$ cat config.mk
export PLATFORM = sky130hd
export DESIGN_NAME = ncl_wavefront_sequencer
export DESIGN_NICKNAME = d
export VERILOG_FILES = /design/src/rtl/ncl_wavefront_sequencer.sv
export SDC_FILE = /design/constraint.sdc
export NUM_CORES = 1
export LEC_CHECK = 0
export CAP_MARGIN = 20
export CORE_MARGIN = 1.5
export CORE_UTILIZATION = 49
export CTS_BUF_LIST = sky130_fd_sc_hd__clkbuf_2 sky130_fd_sc_hd__clkbuf_4 sky130_fd_sc_hd__clkbuf_8
export DETAILED_ROUTE_END_ITERATION = 8
export GPL_TIMING_DRIVEN = 0
export PLACE_DENSITY_LB_ADDON = 0.12
export SYNTH_ARGS = -nofsm -noshare
export SYNTH_HDL_FRONTEND = slang
export SYNTH_SLANG_ARGS = --single-unit
$ cat constraint.sdc
create_clock -name clk -period 2.35 [get_ports clk]
set_clock_uncertainty 0.2 [all_clocks]
set_input_delay 0.47 -clock clk [delete_from_list [all_inputs] [get_ports clk]]
set_output_delay 0.47 -clock clk [all_outputs]
set_load 0.01 [all_outputs]
$ cat src/rtl/ncl_wavefront_sequencer.sv
`default_nettype none
// ============================================================================
// Module   : ncl_wavefront_sequencer
// Brief    : Clocked DATA/NULL wavefront sequencer driving a dual-rail NCL stage
//            from a valid/ready source, with completion capture and error flags.
// Revision : 1.0 - initial release
// ============================================================================
module ncl_wavefront_sequencer #(
    parameter int WIDTH       = 4,
    parameter int OWIDTH      = 1,
    parameter int TIMEOUT     = 255,
    parameter int SYNC_STAGES = 2
) (
    input  logic              clk,
    input  logic              rst_n,
    input  logic              in_valid,
    output logic              in_ready,
    input  logic [WIDTH-1:0]  in_data,
    output logic [WIDTH-1:0]  ncl_t,
    output logic [WIDTH-1:0]  ncl_f,
    input  logic              ncl_ko,
    input  logic [OWIDTH-1:0] res_t,
    input  logic [OWIDTH-1:0] res_f,
    output logic              out_valid,
    output logic [OWIDTH-1:0] out_data,
    output logic              err_timeout,
    output logic              err_illegal,
    input  logic              err_clr,
    output logic              busy
);

    localparam int CW = $clog2(TIMEOUT + 1);

    localparam logic [1:0] c_st_idle  = 2'd0;
    localparam logic [1:0] c_st_data  = 2'd1;
    localparam logic [1:0] c_st_nullw = 2'd2;
    localparam logic [1:0] c_st_err   = 2'd3;

    localparam logic [CW-1:0] c_cnt_last = CW'(TIMEOUT - 1);
    localparam logic [CW-1:0] c_cnt_max  = {CW{1'b1}};

    logic [1:0]             r_state;
    logic [1:0]             w_state_nxt;
    logic [CW-1:0]          r_cnt;
    logic [SYNC_STAGES-1:0] r_ko_sync;
    logic                   w_ko_s;
    logic                   w_res_complete;
    logic                   w_res_null;
    logic                   w_res_bad;
    logic                   w_cnt_last;
    logic                   w_load_rails;
    logic                   w_clear_rails;
    logic                   w_capture;
    logic                   w_set_timeout;
    logic                   w_set_illegal;
    logic                   w_clr_err;

    // ko is asynchronous to clk; idle stage requests data, so the chain resets high
    generate
        if (SYNC_STAGES == 1) begin : g_sync_single
            always_ff @(posedge clk or negedge rst_n) begin
                if (!rst_n) r_ko_sync <= '1;
                else        r_ko_sync <= ncl_ko;
            end
        end else begin : g_sync_chain
            always_ff @(posedge clk or negedge rst_n) begin
                if (!rst_n) r_ko_sync <= '1;
                else        r_ko_sync <= {r_ko_sync[SYNC_STAGES-2:0], ncl_ko};
            end
        end
    endgenerate

    assign w_ko_s         = r_ko_sync[SYNC_STAGES-1];
    assign w_res_complete = &(res_t | res_f);
    assign w_res_null     = ~|(res_t | res_f);
    assign w_res_bad      = |(res_t & res_f);
    assign w_cnt_last     = (r_cnt == c_cnt_last);

    always_ff @(posedge clk or negedge rst_n) begin
        if (!rst_n) r_state <= c_st_idle;
        else        r_state <= w_state_nxt;
    end

    always_comb begin
        w_state_nxt = r_state;
        case (r_state)
            c_st_idle: begin
                if (in_valid && in_ready) w_state_nxt = c_st_data;
            end
            c_st_data: begin
                // an illegal result beats completion, completion beats timeout
                if (w_res_bad)                        w_state_nxt = c_st_err;
                else if (!w_ko_s && w_res_complete)   w_state_nxt = c_st_nullw;
                else if (w_cnt_last)                  w_state_nxt = c_st_err;
            end
            c_st_nullw: begin
                if (w_ko_s && w_res_null)             w_state_nxt = c_st_idle;
                else if (w_cnt_last)                  w_state_nxt = c_st_err;
            end
            c_st_err: begin
                if (err_clr)                          w_state_nxt = c_st_nullw;
            end
            default:                                  w_state_nxt = c_st_idle;
        endcase
    end

    always_comb begin
        in_ready      = 1'b0;
        busy          = (r_state != c_st_idle);
        w_load_rails  = 1'b0;
        w_clear_rails = 1'b0;
        w_capture     = 1'b0;
        w_set_timeout = 1'b0;
        w_set_illegal = 1'b0;
        w_clr_err     = 1'b0;
        case (r_state)
            c_st_idle: begin
                in_ready     = rst_n & w_ko_s & w_res_null;
                w_load_rails = in_valid & in_ready;
            end
            c_st_data: begin
                w_clear_rails = (w_state_nxt != c_st_data);
                if (w_res_bad)                        w_set_illegal = 1'b1;
                else if (!w_ko_s && w_res_complete)   w_capture     = 1'b1;
                else if (w_cnt_last)                  w_set_timeout = 1'b1;
            end
            c_st_nullw: begin
                w_clear_rails = 1'b1;
                w_set_timeout = (w_state_nxt == c_st_err);
            end
            c_st_err: begin
                w_clear_rails = 1'b1;
                w_clr_err     = err_clr;
            end
            default: w_clear_rails = 1'b1;
        endcase
    end

    always_ff @(posedge clk or negedge rst_n) begin
        if (!rst_n) begin
            ncl_t       <= '0;
            ncl_f       <= '0;
            out_valid   <= 1'b0;
            out_data    <= '0;
            err_timeout <= 1'b0;
            err_illegal <= 1'b0;
            r_cnt       <= '0;
        end else begin
            out_valid <= w_capture;
            if (w_capture) out_data <= res_t;

            if (w_load_rails) begin
                ncl_t <= in_data;
                ncl_f <= ~in_data;
            end else if (w_clear_rails) begin
                ncl_t <= '0;
                ncl_f <= '0;
            end

            if (w_clr_err) begin
                err_timeout <= 1'b0;
                err_illegal <= 1'b0;
            end else begin
                err_timeout <= err_timeout | w_set_timeout;
                err_illegal <= err_illegal | w_set_illegal;
            end

            if (w_state_nxt != r_state)
                r_cnt <= '0;
            else if (((r_state == c_st_data) || (r_state == c_st_nullw)) && (r_cnt != c_cnt_max))
                r_cnt <= r_cnt + 1'b1;
        end
    end

endmodule
`default_nettype wire

==> flow_metrics.tcl <==
set metrics [dict create \
    synth.distinct_cells 46 \
    path_max_fanout 8 \
    cp-start-kind "flop" \
    status "finished, violations left" \
    yosys.area.top_type "dfrtp_1" \
    synthCells 141 \
    clk_pin_slew_ns 0.13 \
    end_kind "flop" \
    insertion_delay_ns 0.32 \
    initialDrtViolationCount 73 \
    violations "DRC" \
    netlist.area_leader.share 0.374 \
    ys_seq_elements 24 \
    p_per_area_nw_per_um2 1100 \
    hold_ws_ns 0.167 \
    r2r-start "r_ko_sync[1]" \
    cts_buffers 3 \
    grt_pass1_wl_um 5640 \
    final_cells 211 \
    wl_per_cell_um 16.8 \
    syn_area_sq_um 1470 \
    period_minus_slack_ns 2.29 \
    dieWidth_um 57.8 \
    drive_gt1_frac 0.311 \
    r2r_cells 7 \
    ys_seq_area_frac 0.410 \
    timing.slew.headroom 0.726 \
    cp_data_arrival_time_ns 2.31 \
    tns_ns 0 \
    vias 1266 \
    cts-root-buf "clkbuf_4" \
    gp_congestion 0.827 \
    post-route-period-util 0.976 \
    setup_violations 0 \
    syn-num-nets 160 \
    max_freq_mhz 436 \
    yosysWarningCount 0 \
    nNetsFinal 200 \
    clockBufferDepth 2 \
    grt_start_max_net_pins 23 \
    antennaDiodeCount 0 \
    report.final.slew_viol_count 0 \
    grt_antenna_before_repair 0 \
    synthTopCellsByArea "dfrtp_1, ha_1, nor3_2, dfstp_2, xnor2_1" \
    post-place-cells 194 \
    firstDrtPassIters 6 \
    hold_start "r_ko_sync[0]" \
    start_util 0.525 \
    vias_per_cell 6.00 \
    grt_use_total 0.218 \
    crit_path_start "r_ko_sync[1]" \
    die_h_um 57.8 \
    ys_top_cells_by_count "dfrtp_1, ha_1, nand3_1, a21oi_1, nor2_1" \
    hold_viol_final 0 \
    leakagePower_nw 0.856 \
    drv_cap 0 \
    cts_tree "done" \
    tightest_slew_ns 0.410 \
    async_flop_share 1.00 \
    routed_wl_um 3550 \
    final_cell_area_sq_um 2030 \
    num_rows 19 \
    hold_path.class "flop to flop" \
    synth_most_common_cell "dfrtp_1" \
    htreeDepth 1 \
    cts.sinks 24 \
    dieArea_sq_um 3340 \
    syn_to_final_growth_pct 37.9 \
    rsz0062_at_grt "yes" \
    path_class "flop to flop" \
    synth.avg_cell_area_sq_um 10.4 \
    ys.flop_type "dfrtp_1" \
    drc 4 \
    required_ns 2.37 \
    power.total_w 0.00223 \
    hold_depth 0 \
    ir_drop_mv 0.608 \
    ios 25 \
    post-dp-hpwl_um 2240 \
    antenna_left 0 \
    first_global_vias 1217 \
    place.port_buffers 22 \
    synth_edf_count 0 \
    grt.overflow.total 0 \
    dpl_cell_area_sq_um 1740 \
    core-area_sq_um 2810 \
]
registers in the layout, indices dropped and copies added (netlist names):
signal	cells
ncl_t	4
err_timeout	1
out_data	1
r_ko_sync	2
out_valid	1
ncl_f	4
err_illegal	1
r_state	2
r_cnt	8
cell type report:
type                    instances  area, sq um
well taps                      31         38.8
flip-flops and latches         24          606
multi-input cells             104          912
plain buffers                   6         53.8
inverters                       6         25.0
clock buffers                   4         36.3
fillers                       206          774
repair buffers                 36          359
layout by cell type, fill, tap and decap left out, types with 5 or more instances in the layout:
| cell | count |
|---|---|
| xnor2_1 | 5 |
| dfrtp_1 | 20 |
| o21ai_0 | 5 |
| clkdlybuf4s50_1 | 19 |
| nand3_1 | 6 |
| buf_4 | 9 |
| buf_6 | 5 |
| a21oi_1 | 7 |
| nor3_2 | 5 |
| nor2_1 | 6 |
path summary, 6_finish.rpt:
check / endpoint / slack, ns
max: r_cnt[2] / 0.06
min: r_ko_sync[1] / 0.17
max reg2reg: r_cnt[2] / 0.06
min reg2reg: r_ko_sync[1] / 0.17
max in group asynchronous: r_state[1] / 1.07
min in group asynchronous: r_cnt[6] / 0.45
metrics by stage:
stage | setup slack (ns) | utilization
2_1_floorplan | 0.000985 | -
3_3_place_gp | -1.17 | 0.619
3_5_place_dp | -1.23 | 0.619
4_1_cts | 0.00553 | 0.661
5_1_grt | -0.0175 | 0.724
6_report | 0.0569 | 0.724
power breakdown:
group	switching [W]	total, W	internal (W)
Clock	0.000124	0.000219	0.0000949
Combinational	0.000744	0.00142	0.000675
Sequential	0.0000827	0.000589	0.000506
kinds of logic (layout without fill, tap and decap cells):
| family | Yosys count | in the layout | synth area share |
|---|---|---|---|
| xor+xnor | 6 | 6 | 0.0357 |
| fa+ha+maj | 8 | 8 | 0.0680 |
| compound gates | 40 | 40 | 0.221 |
| buf+inv | 13 | 52 | 0.0476 |
| flops | 24 | 24 | 0.410 |
| mux | 1 | 1 | 0.00680 |
| simple gates | 49 | 49 | 0.212 |
routing by layer:
layer,global-route usage,vias to the layer above,part of all wire
li1,-,605,-
met1,0.299,620,0.43
met2,0.360,34,0.50
met3,0.0335,7,0.040
met4,0.0598,0,0.024
met5,0,-,0
what timing repair did:
action	in CTS	in global routing
setup endpoints to repair	21	19
hold buffers	2	0
endpoints found under the hold margin	22	0
gates resized for setup	14	24
setup buffers	5	7
pin swaps	2	8
worst max-delay path, stage by stage (launching register included):
cell and delay (ns):
dfstp_2 0.55, or3b_4 0.41, or2_1 0.23, buf_2 0.17
a211o_1 0.30, o31ai_4 0.10, buf_12 0.18, nor3_2 0.05
Note: power is estimated with default switching activity, not from simulation.
